### src/rtl/fb_pkg.sv
// Frame-buffer shared definitions: writer state encoding, segment tag layout,
// DDR command code and the {frame,y,x} -> af address mapping used by both the
// read and write paths of the frame buffer.
package fb_pkg;

  typedef enum logic [2:0] {
    ST_IDLE  = 3'd0,
    ST_FILL  = 3'd1,
    ST_BEAT0 = 3'd2,
    ST_BEAT1 = 3'd3,
    ST_CMD   = 3'd4
  } fbw_state_t;

  localparam logic [2:0] AF_CMD_WRITE = 3'b000;
  localparam int         FB_WIDTH     = 800;
  localparam int         SEG_WORDS    = 8;

  // A segment is identified by frame, row and the 8-pixel column block.
  typedef struct packed {
    logic [5:0] frame;
    logic [9:0] y;
    logic [6:0] xblk;
  } seg_tag_t;

  // 8 words x 32 bits = 32 bytes per segment, hence the two zero LSBs
  // address DDR in 8-byte units.
  function automatic logic [30:0] fb_addr(input logic [5:0] frame,
                                          input logic [9:0] y,
                                          input logic [9:0] x);
    return {6'b0, frame, y, x[9:3], 2'b00};
  endfunction

endpackage

### src/rtl/fb_pixel_writer_seg_buffer.sv
// Segment buffer for fb_pixel_writer (module fb_seg_buffer): eight pixel words,
// their valid bits, the segment tag, the incoming-pixel tag compare and the
// beat/mask mux that presents half a segment per DDR beat.
module fb_seg_buffer
  import fb_pkg::*;
(
  input  logic         clk,
  input  logic         rst_n,
  input  logic         open,       // start a new segment with this pixel
  input  logic         write,      // write this pixel into the open segment
  input  logic         clear,      // segment retired
  input  logic         beat_sel,   // 0: words 3..0, 1: words 7..4
  input  logic [5:0]   frame_sel,
  input  logic [9:0]   pix_x,
  input  logic [9:0]   pix_y,
  input  logic [31:0]  pix_color,
  output logic         tag_hit,
  output logic         will_fill,  // valid becomes 8'hFF if this pixel is written
  output seg_tag_t     tag,
  output logic [127:0] beat_data,
  output logic [15:0]  beat_mask
);

  seg_tag_t    pix_tag;
  logic [7:0]  sel_bit;
  logic [7:0]  valid;
  logic [31:0] words [SEG_WORDS];

  assign pix_tag   = {frame_sel, pix_y, pix_x[9:3]};
  assign sel_bit   = 8'b1 << pix_x[2:0];
  assign tag_hit   = (pix_tag == tag);
  assign will_fill = ((valid | sel_bit) == 8'hFF);

  // Valid bits and tag: a new segment starts with exactly one valid word.
  always_ff @(posedge clk or negedge rst_n) begin
    // NOTE: state registers use non-blocking assignments so every flop samples
    // pre-edge values regardless of block evaluation order.
    if (!rst_n) begin
      valid <= '0;
      tag   <= '0;
    end else if (clear) begin
      valid <= '0;
    end else if (open) begin
      valid <= sel_bit;
      tag   <= pix_tag;
    end else if (write) begin
      valid <= valid | sel_bit;
    end
  end

  // Pixel word storage; a rewrite of the same column simply overwrites.
  always_ff @(posedge clk) begin
    // NOTE: the data words are not reset; valid bits alone say which words are
    // meaningful, so resetting the array would only cost reset routing.
    if (open || write) words[pix_x[2:0]] <= pix_color;
  end

  // Beat mux: half a segment per beat, mask bit = 1 for bytes not written.
  always_comb begin
    // NOTE: every output gets a default first so no path can infer a latch.
    beat_data = '0;
    beat_mask = '0;
    for (int i = 0; i < 4; i++) begin
      beat_data[32*i +: 32] = words[{beat_sel, 2'(i)}];
      beat_mask[4*i +: 4]   = {4{~valid[{beat_sel, 2'(i)}]}};
    end
  end

endmodule

### src/rtl/fb_pixel_writer.sv
// Frame-buffer pixel writer: coalesces single-pixel writes into 8-pixel
// aligned segments and emits each as a 2-beat masked DDR burst (data beats
// into wdf first, then the write command into af).
// Optional build macro FBW_TIMEOUT_EN: auto-flush a partial segment after
// TIMEOUT_CYCLES cycles in FILL without an accepted pixel.
module fb_pixel_writer
  import fb_pkg::*;
#(
  parameter int TIMEOUT_CYCLES = 64
) (
  input  logic         clk,
  input  logic         rst_n,
  input  logic [5:0]   frame_sel,
  input  logic         pix_valid,
  output logic         pix_ready,
  input  logic [9:0]   pix_x,
  input  logic [9:0]   pix_y,
  input  logic [31:0]  pix_color,
  input  logic         flush,
  output logic         flush_done,
  output logic         busy,
  input  logic         af_full,
  output logic         af_wr_en,
  output logic [2:0]   af_cmd_din,
  output logic [30:0]  af_addr_din,
  input  logic         wdf_full,
  output logic         wdf_wr_en,
  output logic [127:0] wdf_din,
  output logic [15:0]  wdf_mask_din
);

`ifdef FBW_TIMEOUT_EN
  localparam bit TIMEOUT_EN = 1'b1;
`else
  localparam bit TIMEOUT_EN = 1'b0;
`endif
  localparam int             CNT_W    = $clog2(TIMEOUT_CYCLES + 1);
  localparam logic [CNT_W-1:0] CNT_LAST = CNT_W'(TIMEOUT_CYCLES - 1);

  fbw_state_t       state, state_nxt;
  logic             seg_open, seg_write, seg_clear, beat_sel;
  logic             tag_hit, will_fill;
  seg_tag_t         tag;
  logic             flush_pend;
  logic             accept;
  logic             timeout;
  logic [CNT_W-1:0] idle_cnt;

  fb_seg_buffer u_seg (
    .clk       (clk),
    .rst_n     (rst_n),
    .open      (seg_open),
    .write     (seg_write),
    .clear     (seg_clear),
    .beat_sel  (beat_sel),
    .frame_sel (frame_sel),
    .pix_x     (pix_x),
    .pix_y     (pix_y),
    .pix_color (pix_color),
    .tag_hit   (tag_hit),
    .will_fill (will_fill),
    .tag       (tag),
    .beat_data (wdf_din),
    .beat_mask (wdf_mask_din)
  );

  assign accept      = pix_valid && pix_ready;
  assign busy        = (state != ST_IDLE);
  assign af_cmd_din  = AF_CMD_WRITE;
  assign af_addr_din = fb_addr(tag.frame, tag.y, {tag.xblk, 3'b000});
  assign timeout     = TIMEOUT_EN && (state == ST_FILL) && !accept &&
                       (idle_cnt == CNT_LAST);

  // State register.
  always_ff @(posedge clk or negedge rst_n) begin
    if (!rst_n) state <= ST_IDLE;
    else        state <= state_nxt;
  end

  // Next state and FIFO/buffer controls; data beats always precede the command.
  always_comb begin
    state_nxt = state;
    pix_ready = 1'b0;
    seg_open  = 1'b0;
    seg_write = 1'b0;
    seg_clear = 1'b0;
    beat_sel  = 1'b0;
    wdf_wr_en = 1'b0;
    af_wr_en  = 1'b0;
    case (state)
      ST_IDLE: begin
        pix_ready = 1'b1;
        if (pix_valid) begin
          seg_open  = 1'b1;
          state_nxt = ST_FILL;
        end
      end
      ST_FILL: begin
        // A miss is left waiting; it opens the next segment once back in IDLE.
        pix_ready = tag_hit;
        seg_write = pix_valid && tag_hit;
        if (flush || flush_pend || timeout || (seg_write && will_fill) ||
            (pix_valid && !tag_hit))
          state_nxt = ST_BEAT0;
      end
      ST_BEAT0: begin
        wdf_wr_en = !wdf_full;
        if (!wdf_full) state_nxt = ST_BEAT1;
      end
      ST_BEAT1: begin
        beat_sel  = 1'b1;
        wdf_wr_en = !wdf_full;
        if (!wdf_full) state_nxt = ST_CMD;
      end
      ST_CMD: begin
        af_wr_en = !af_full;
        if (!af_full) begin
          seg_clear = 1'b1;
          state_nxt = ST_IDLE;
        end
      end
      default: state_nxt = ST_IDLE;
    endcase
  end

  // Flush bookkeeping: an idle flush retires at once, otherwise it is held
  // until the burst's command is pushed.
  always_ff @(posedge clk or negedge rst_n) begin
    if (!rst_n) begin
      flush_pend <= 1'b0;
      flush_done <= 1'b0;
    end else begin
      flush_done <= (state == ST_IDLE && flush && !pix_valid) ||
                    (af_wr_en && (flush_pend || flush));
      if (af_wr_en)
        flush_pend <= 1'b0;
      else if (flush && !(state == ST_IDLE && !pix_valid))
        flush_pend <= 1'b1;
    end
  end

  // Idle counter for the auto-flush; cleared by any accepted pixel.
  always_ff @(posedge clk or negedge rst_n) begin
    if (!rst_n)                           idle_cnt <= '0;
    else if (accept || state != ST_FILL) idle_cnt <= '0;
    else if (idle_cnt != CNT_LAST)        idle_cnt <= idle_cnt + 1'b1;
  end

endmodule

### config.mk
export PLATFORM = sky130hd
export DESIGN_NAME = fb_pixel_writer
export DESIGN_NICKNAME = d
export VERILOG_FILES = /design/src/rtl/fb_pkg.sv /design/src/rtl/fb_pixel_writer_seg_buffer.sv /design/src/rtl/fb_pixel_writer.sv
export SDC_FILE = /design/constraint.sdc
export NUM_CORES = 1
export LEC_CHECK = 0
export BUFFER_PORTS_ARGS = -buffer_cell sky130_fd_sc_hd__buf_2
export CAP_MARGIN = 15
export CORE_ASPECT_RATIO = 0.8
export CORE_MARGIN = 2
export CORE_UTILIZATION = 30
export CTS_CLUSTER_DIAMETER = 200
export DETAILED_ROUTE_END_ITERATION = 6
export HOLD_SLACK_MARGIN = 0.02
export PLACE_DENSITY = 0.58
export REMOVE_ABC_BUFFERS = 1
export SYNTH_ARGS = -nofsm -noshare
export SYNTH_HDL_FRONTEND = slang
export SYNTH_SLANG_ARGS = --single-unit
### constraint.sdc
create_clock -name clk -period 3.7 [get_ports clk]
set_clock_uncertainty 0.15 [all_clocks]
set_input_delay 0.185 -clock clk [delete_from_list [all_inputs] [get_ports clk]]
set_output_delay 0.185 -clock clk [all_outputs]
set_load 0.02 [all_outputs]
[Yosys cells after proc, flatten, opt, wreduce, memory -nomap -nowiden]
Memory sizes are Yosys's and may differ from the RTL's.
Index checks and enable logic that the tools add are counted.
W data, S select, Z words.
Cells by class
  $add $sub $neg: 0
  multiply operators: 0
  div/mod/pow operators: 0
  magnitude comparators: 4
  equality and inequality tests: 11
  shifts and indexed selects: 1
  mux-type cells: 30
  bitwise gates (word level): 6
  reductions and logical operators: 25
Operator list (number)
  $mux W8: 3
  $eq A23 B23 Y1: 1
  $mux W1: 20
  $lt A3 B4 Y1 const B: 4
  $mux W3: 5
  $pmux W3 S5: 1
  $ne A2 B2 Y1 const B: 5
  $eq A8 B8 Y1 const B: 1
  $logic_and A1 B1 Y1: 8
  $or A8 B8 Y8: 1
  $shl A1 B3 Y8 const A: 1
  $eq A3 B2 Y1 const B: 2
  $reduce_bool A3 Y1: 2
  $logic_not A1 Y1: 5
  $logic_or A1 B1 Y1: 5
  $not A1 Y1: 5
  $reduce_and A5 Y1: 1
  $eq A3 B1 Y1 const B: 1
  $eq A3 B3 Y1 const B: 1
  $logic_not A3 Y1: 1
  $pmux W1 S2: 1
  $reduce_and A2 Y1: 1
  $reduce_bool A2 Y1: 1
  $reduce_or A2 Y1: 1
Storage, ports and cells
  register bits after elaboration: 36
  latch bits: 0
  memory bits (writable): 256
  ROM bits: 0
  input port bits: 64
  memories kept: 1
Memory list
  u_seg.words: depth 8, bits a word 32, rd ports 4, clocked after memory_dff 0, write ports 1, RTL line fb_pixel_writer_seg_buffer.sv:27  | logic [31:0] words [SEG_WORDS];

[Longest topological paths before layout]
Gate-level depths: netlist (run 1).
  word-level depth: 8
  mapped depth: 6
  depth with buffers taken out: 5

[Hierarchy]
A second synthesis (run 1) with hierarchy kept.
Unflattened totals
  cell total of the unflattened synthesis: 604
  area, all modules: 11364.6 um2
By module, submodules not included
  fb_seg_buffer: times used 1, cells each 556, area an instance 10960.5 um2
  fb_pixel_writer: times used 1, cells each 48, area an instance 404.1 um2

[Worst setup path before layout (run 1)]
No wires, ideal clock.
  path type: flip-flop to flip-flop
  from: register, netlist name u_seg.tag[8]
  to: memory u_seg.words[0][0], enable pin
  setup time: 0.421 ns
  arrival: 2.778 ns
  required time: 3.129 ns
  setup slack: 0.351 ns
  stages on the path, launching flop included: 7
  period minus slack after synthesis: 3.349 ns
  cells stage by stage: dfrtp_1 -> xnor2_1 -> nand4_1 -> nor4_2 -> a21boi_2 -> buf_6 -> nor2_1
Between the ends
  word-level cells in the longest chain between the ends: 6
Ends and longest elaborated chain
  $eq A23 B23 Y1: RTL line fb_pixel_writer_seg_buffer.sv:31  | assign tag_hit = (pix_tag == tag);
  $logic_and A1 B1 Y1: RTL line fb_pixel_writer.sv:101  | seg_write = pix_valid && tag_hit;
  $mux W1: RTL line fb_pixel_writer.sv:90  | case (state)
  $logic_or A1 B1 Y1: RTL line fb_pixel_writer_seg_buffer.sv:55  | if (open || write) words[pix_x[2:0]] <= pix_color;
  $mux W1: RTL line fb_pixel_writer_seg_buffer.sv:55
  $mux W1 (implied by the code): RTL line fb_pixel_writer_seg_buffer.sv:55
  to (decl): RTL line fb_pixel_writer_seg_buffer.sv:27
No other way between the ends.

[Worst setup path in the final report (run 1)]
  from: register, netlist name u_seg.tag[13]
  to: output port pix_ready
Between the ends
  word-level cells in the longest chain between the ends: 2
Ends and longest elaborated chain
  $eq A23 B23 Y1: RTL line fb_pixel_writer_seg_buffer.sv:31
  $pmux W1 S2: RTL line fb_pixel_writer.sv:90
  to (decl): RTL line fb_pixel_writer.sv:15  | output logic pix_ready,
No other way between the ends.

==> results.md, run 1 <==
- Register bit total from synthesis: about 290
- Area growth syn-to-layout: 29.9%
- Clk sink count: 292
- Combinational share of power: 29.5%
- YS warnings: 0
- First-pass GRT wire length: 39300 um
- Rel. slew slack: roughly 35%
- Die height: 179 um
- GR Util met3: 2.64%
- Yosys top cell by area: edfxtp_1
- Dominant cells by area after synthesis: edfxtp_1 67%, mux2_1 15%, dfrtp_1 7.9%, buf_4 1.6%, xnor2_1 1.6%
- Die span in x: 222 um
- Drt pass-1 iters: 4
- Area of the core: between 30000 and 40000 um2
- Max Cap Violations: 0
- Vias: 6331
- WHS: 0.131 ns
- Clock tree root driver cell: clkbuf_16
- Setup Viol. Count Final: 0
- Sequential share of power: 41.0%
- Outcome: finished, final reports clean
- RSZ-0062 raised after global routing: false
- Avg WL per Cell: 18.4 um
- Synth unique cells: 42
- Period Utilization, post-route: roughly four fifths
- Reported net switching power: 3.32 mW
- Clock network fraction of design power: between 20 and 30%
- Mapped Cells: 606
- Min Tclk post-route: 3.02 ns
- Internal reg-to-reg setup slack: ~0.89 ns
- Share of layout cells above drive strength 1: roughly 33%
- Syn avg cell area: 18.9 um2
- Die area: between 30000 and 40000 um2
- Worst vdd ir: 0.432 mV
- Routed Antenna Nets: 0
- Most Crowded Layer GR: met2
- Port bufs: 235
- Total Power: 9.98 mW
- Layout Nets: approximately 1000
- Total grt overflow: 0
- Gr usage total: 13.0%
- Ports: 247
- Worst-Skew Late Latency: 0.56 ns
- # rows: 63
- EDFF count, synth: 256
- Synth top area share: between 60% and 70%
- Pint: 6.67 mW
- Final Hold Violating Endpoints: 0
- CTS H-Tree Depth: 1
- Vias per cell: 4.42
- Worst endpoint required time: around 3.4 ns
- Switch share: 33.2%
- CTS Buf Count: 31
- Worst-path maximum fanout: 10
- CTS Buffer Depth: 3
- Largest net degree at the start of global routing: 69
- Gpl congestion: approximately 0.74
- Async S/R FF share, synth: between 10 and 15%
- Initial antenna violation count: 0
- Top-count cell post-synth: edfxtp_1
- CTS tree: yes
- Post-DP HPWL: 16900 um
- Pwr Density: around 670 nW/um2
- Antenna diodes: 0
- Fill cell count: about 3400
- Kind of end point of the critical path: output pin
- Pleak: between 5 and 6 nW
- Top FF cell, synth: edfxtp_1
- CP Class: reg2out
- Setup Buffers After CTS: 0
- Initial Util: 30.6%
- Max Freq: 0.331 GHz
- Worst Tran Pin Value: 0.976 ns
- Seq/Total Area, Yosys: roughly 75%
- Met2 Resource Use GR: 21.1%
- Synth top cells by count: 256 x edfxtp_1, 151 x mux2_1, 36 x dfrtp_1
- CTS clk-pin slew, worst paths: 0.06 ns
- Worst Hold Class: in2async
- Final wirelength: 26300 um
- DRC Markers: 0
- Synthesized area: 11400 um2
- Max-slew violation count: 0
- CP Launch Type: flip-flop
- Vias in the first global route: ~6400
- Drt first-iter violations: 412
- GR Util met1: 17.5%
- Worst Path Arrival: 2.68 ns
metal layers:
metal	vias up	routed length, um
met5	-	0
met4	0	821
met3	47	1130
met2	144	12300
met1	3200	12100
li1	2940	-
what timing repair did:
item / in CTS / in global routing
resized for setup: 0 / 0
hold endpoints to repair: 327 / 0
hold buffers: 69 / 0
area by class of cell:
class / count / area (um2) / area share, %
clock buffer: 35 / 791 / 5.33
tap: 487 / 609 / 4.11
timing repair buffer: 319 / 2040 / 13.8
sequential: 292 / 8590 / 57.9
multi-input combinational: 277 / 2620 / 17.7
clock inverter: 23 / 184 / 1.24
final timing paths:
| check | from | to | depth (start not counted) |
|---|---|---|---|
| worst max-delay path | u_seg.tag[13] | pix_ready | 7 |
| worst min-delay path | rst_n | u_seg.tag[13] | 2 |
| worst max register to register | state[2] | flush_pend | 6 |
| worst min register to register | u_seg.tag[19] | u_seg.tag[19] | 1 |
| max in group asynchronous | rst_n | u_seg.tag[5] | 2 |
| min in group clk | frame_sel[0] | u_seg.tag[17] | 3 |
kinds of logic after synthesis:
group | Yosys count | share of synthesized area [%]
simple gates | 67 | 3.84
other cells | 1 | 0.0328
compound gates | 20 | 1.17
buf+inv | 47 | 2.69
xor+xnor | 24 | 1.84
mux | 155 | 15.2
flops | 292 | 75.2
cells in the final DEF, fill, tap and decap left out, drive strengths merged, types with 4 or more instances in the layout:
cell type and count:
dfrtp 36, nor3 7, mux2 151, edfxtp 256, o21ai 7, clkinvlp 4
nand3b 4, xnor2 21, nand2 13, or4 4, nor2 8, o31ai 4
clkbuf 35, clkinv 15, nand4 5, mux2i 4, conb 11, buf 250
dlygate4sd3 69
power by group through the flow:
| stage | Combinational (mW) | Clock [mW] | Sequential (mW) |
|---|---|---|---|
| floorplan | 1.87 | 0 | 4.31 |
| global placement | 2.92 | 0 | 4.14 |
| detailed placement | 2.92 | 0 | 4.16 |
| CTS | 3.01 | 3.04 | 4.09 |
| global route | 3.17 | 3.17 | 4.13 |
| finish | 2.94 | 2.95 | 4.10 |
worst max-delay path, cell delays in order (launching register included):
cell and delay (ns):
dfrtp_1 0.40, xnor2_1 0.17, nand4_1 0.16, nor4_2 0.43, a21boi_2 0.32, buf_4 0.28
nor3_2 0.15, buf_2 0.20
flip-flops by register name, summed over array words and instances, names as in the netlist:
register and count:
u_seg.valid 8, u_seg.tag 23, u_seg.words 256, flush_pend 1
flush_done 1, state 3
metrics by stage:
step	cell area, um2	setup TNS, ns	utilization (%)	setup slack [ns]	std cells
2_1_floorplan	11200	-298.26	-	-3.00	569
3_3_place_gp	13200	0	35.3	0.973	1306
3_5_place_dp	13200	0	35.3	0.921	1306
4_1_cts	14800	0	39.8	0.596	1433
5_1_grt	14800	0	39.8	0.486	1433
6_report	14800	0	39.8	0.683	1433
No activity file was read; power rests on OpenSTA's default activity.
==> run 2: changes to the inputs <==
--- a/config.mk
+++ b/config.mk
@@ -13,7 +13,7 @@
 export CTS_CLUSTER_DIAMETER = 200
 export DETAILED_ROUTE_END_ITERATION = 6
 export HOLD_SLACK_MARGIN = 0.02
-export PLACE_DENSITY = 0.58
+export PLACE_DENSITY = 0.6
 export REMOVE_ABC_BUFFERS = 1
 export SYNTH_ARGS = -nofsm -noshare
 export SYNTH_HDL_FRONTEND = slang
==> constraint.sdc (replaced) <==
create_clock -name clk -period 2.4 [get_ports clk]
set_clock_uncertainty 0.15 [all_clocks]
set_input_delay 0.12 -clock clk [delete_from_list [all_inputs] [get_ports clk]]
set_output_delay 0.12 -clock clk [all_outputs]
set_load 0.02 [all_outputs]
==> run 2 against run 1 <==
Against the previous run:
- the flow now finishes with violations (negative setup slack)
- critical endpoint unchanged
- cell count rose by 5.2%
- sequential cell count stayed put
- combinational power is 130% higher
- non-clock buffer count increased by 77
- via count rose by 8.3%
- utilization increased by 5.9 points
- highest routed layer unchanged
- cell area up 15%
- power up 78%
- largest cell class unchanged
==> results.md, run 2 (same netlist as run 1, synthesis figures left out) <==
- Post-DP HPWL: around 19000 um
- Reg2reg end: u_seg.words[5][30]
- Rel. slew slack: 43.1%
- Cells on worst reg2reg path: 10
- Avg WL per Cell: 21.0 um
- Placed Cells: 1324
- Pleak: around 6.6 nW
- Area growth syn-to-layout: 49.1%
- Max reg flops: 256
- CTS H-Tree Depth: 1
- First-pass GRT wire length: 42700 um
- Setup Viol. Count Final: between 100 and 150
- Drt first-iter violations: 382
- Max-slew violation count: 0
- Kind of end point of the critical path: output pin
- # rows: 63
- TNS Setup: -2.19 ns
- CP Class: reg2out
- Die span in x: 222 um
- Clk sink count: 292
- Vias: 6856
- Die area: roughly 40000 um2
- Clock tree root driver cell: clkbuf_16
- RR Startpoint: u_seg.tag[14]
- Worst setup margin: -0.0977 ns
- Failing checks: negative setup slack
- DRC Markers: 0
- Pwr Density: 1040 nW/um2
- Largest net degree at the start of global routing: 37
- WHS: about 0.059 ns
- Max Cap Violations: 0
- Worst Hold Class: in2async
- Worst endpoint required time: between 2 and 2.5 ns
- Layout Cells excl Fill: ~1500
- Total grt overflow: 0
- Commonest non-fill, non-tap cell in the layout: edfxtp_1
- Vias per cell: 4.55
- Crit. Startpoint: u_seg.tag[14]
- Layout Nets: approximately 1100
- CTS Buf Count: 30
- Share of layout cells above drive strength 1: 47.7%
- CTS clk-pin slew, worst paths: around 0.060 ns
- Most frequent cells in the layout: 256 x edfxtp_1, 145 x buf_2, 73 x buf_6, 67 x dlygate4sd3_1, 65 x mux2_4
- Initial Util: 30.6%
- Worst Tran Pin Value: 0.853 ns
- Drt pass-1 iters: 5
- Gr usage total: about 14%
- Initial antenna violation count: 0
- CTS Buffer Depth: 3
- Port bufs: 235
- Die height: between 150 and 200 um
- Final Hold Violating Endpoints: 0
- Internal reg-to-reg setup slack: -0.05 ns
- Area of the core: between 30000 and 40000 um2
- RSZ-0062 raised after global routing: true
- Worst-path maximum fanout: 3
- Period Utilization, post-route: 104%
- Min Tclk post-route: 2.50 ns
- CTS tree: yes
- Outcome: complete, but fails checks
- Worst vdd ir: 0.593 mV
- Gpl congestion: about 0.75
- Vias in the first global route: 6702
- Max Freq: approximately 0.4 GHz
- Final wirelength: 31600 um
- Worst Path Arrival: 2.23 ns
- Ports: 247
- Setup WS pre-CTS: -0.0411 ns
- Routed Antenna Nets: 0
- Total Power: 17.8 mW
- Worst-Skew Late Latency: 0.55 ns
- CP Launch Type: flip-flop
[run 2: metal layers]
layer / global-route usage (%) / wire [um]
met5: 0 / 0
met2: 24.0 / 15200
met4: 4.31 / 718
met3: 2.78 / 1440
met1: 19.4 / 14300
[run 2: power breakdown]
group | internal, mW | total [mW] | switching, mW
Sequential | 5.98 | 6.29 | 0.310
Combinational | 3.37 | 6.85 | 3.48
Clock | 2.77 | 4.66 | 1.88
[run 2: metrics by stage]
| step | instance area, um2 | utilization (%) |
|---|---|---|
| 2_1_floorplan | 11200 | - |
| 3_3_place_gp | 13400 | 36.1 |
| 3_5_place_dp | 13400 | 36.1 |
| 4_1_cts | 16100 | 43.1 |
| 5_1_grt | 17000 | 45.7 |
| 6_report | 17000 | 45.7 |
[run 2: critical path, stage by stage (launching register included)]
cell and delay, ns:
dfrtp_1 0.39, xnor2_1 0.20, nand4_1 0.13, nor4_2 0.28
buf_4 0.17, a21boi_4 0.06, buf_6 0.13, nor3_4 0.16
buf_6 0.15
[run 2: area by class of cell]
type / count / area, um2
multi-input cells: 277 / 2960
clock buffers: 41 / 845
clock inverters: 14 / 145
well taps: 487 / 609
flip-flops and latches: 292 / 8590
fillers: 3204 / 20200
diodes: 1 / 2.50
repair buffers: 396 / 3890
[run 2: repair_timing]
item / in CTS / in global routing
resized for setup: 189 / 166
pin swaps: 12 / 10
hold buffers: 66 / 1
cloned: 12 / 21
setup buffers: 21 / 13
endpoints found under the hold margin: 328 / 1
endpoints found under the setup margin: 284 / 382
[run 2: worst max path at each step]
stage	to	cells after the start
final	pix_ready	8
after global placement	u_seg.words[2][3]	8
after detailed placement	u_seg.words[2][7]	8
after global routing	pix_ready	8
after CTS	pix_ready	8
after floorplan	wdf_mask_din[0]	2
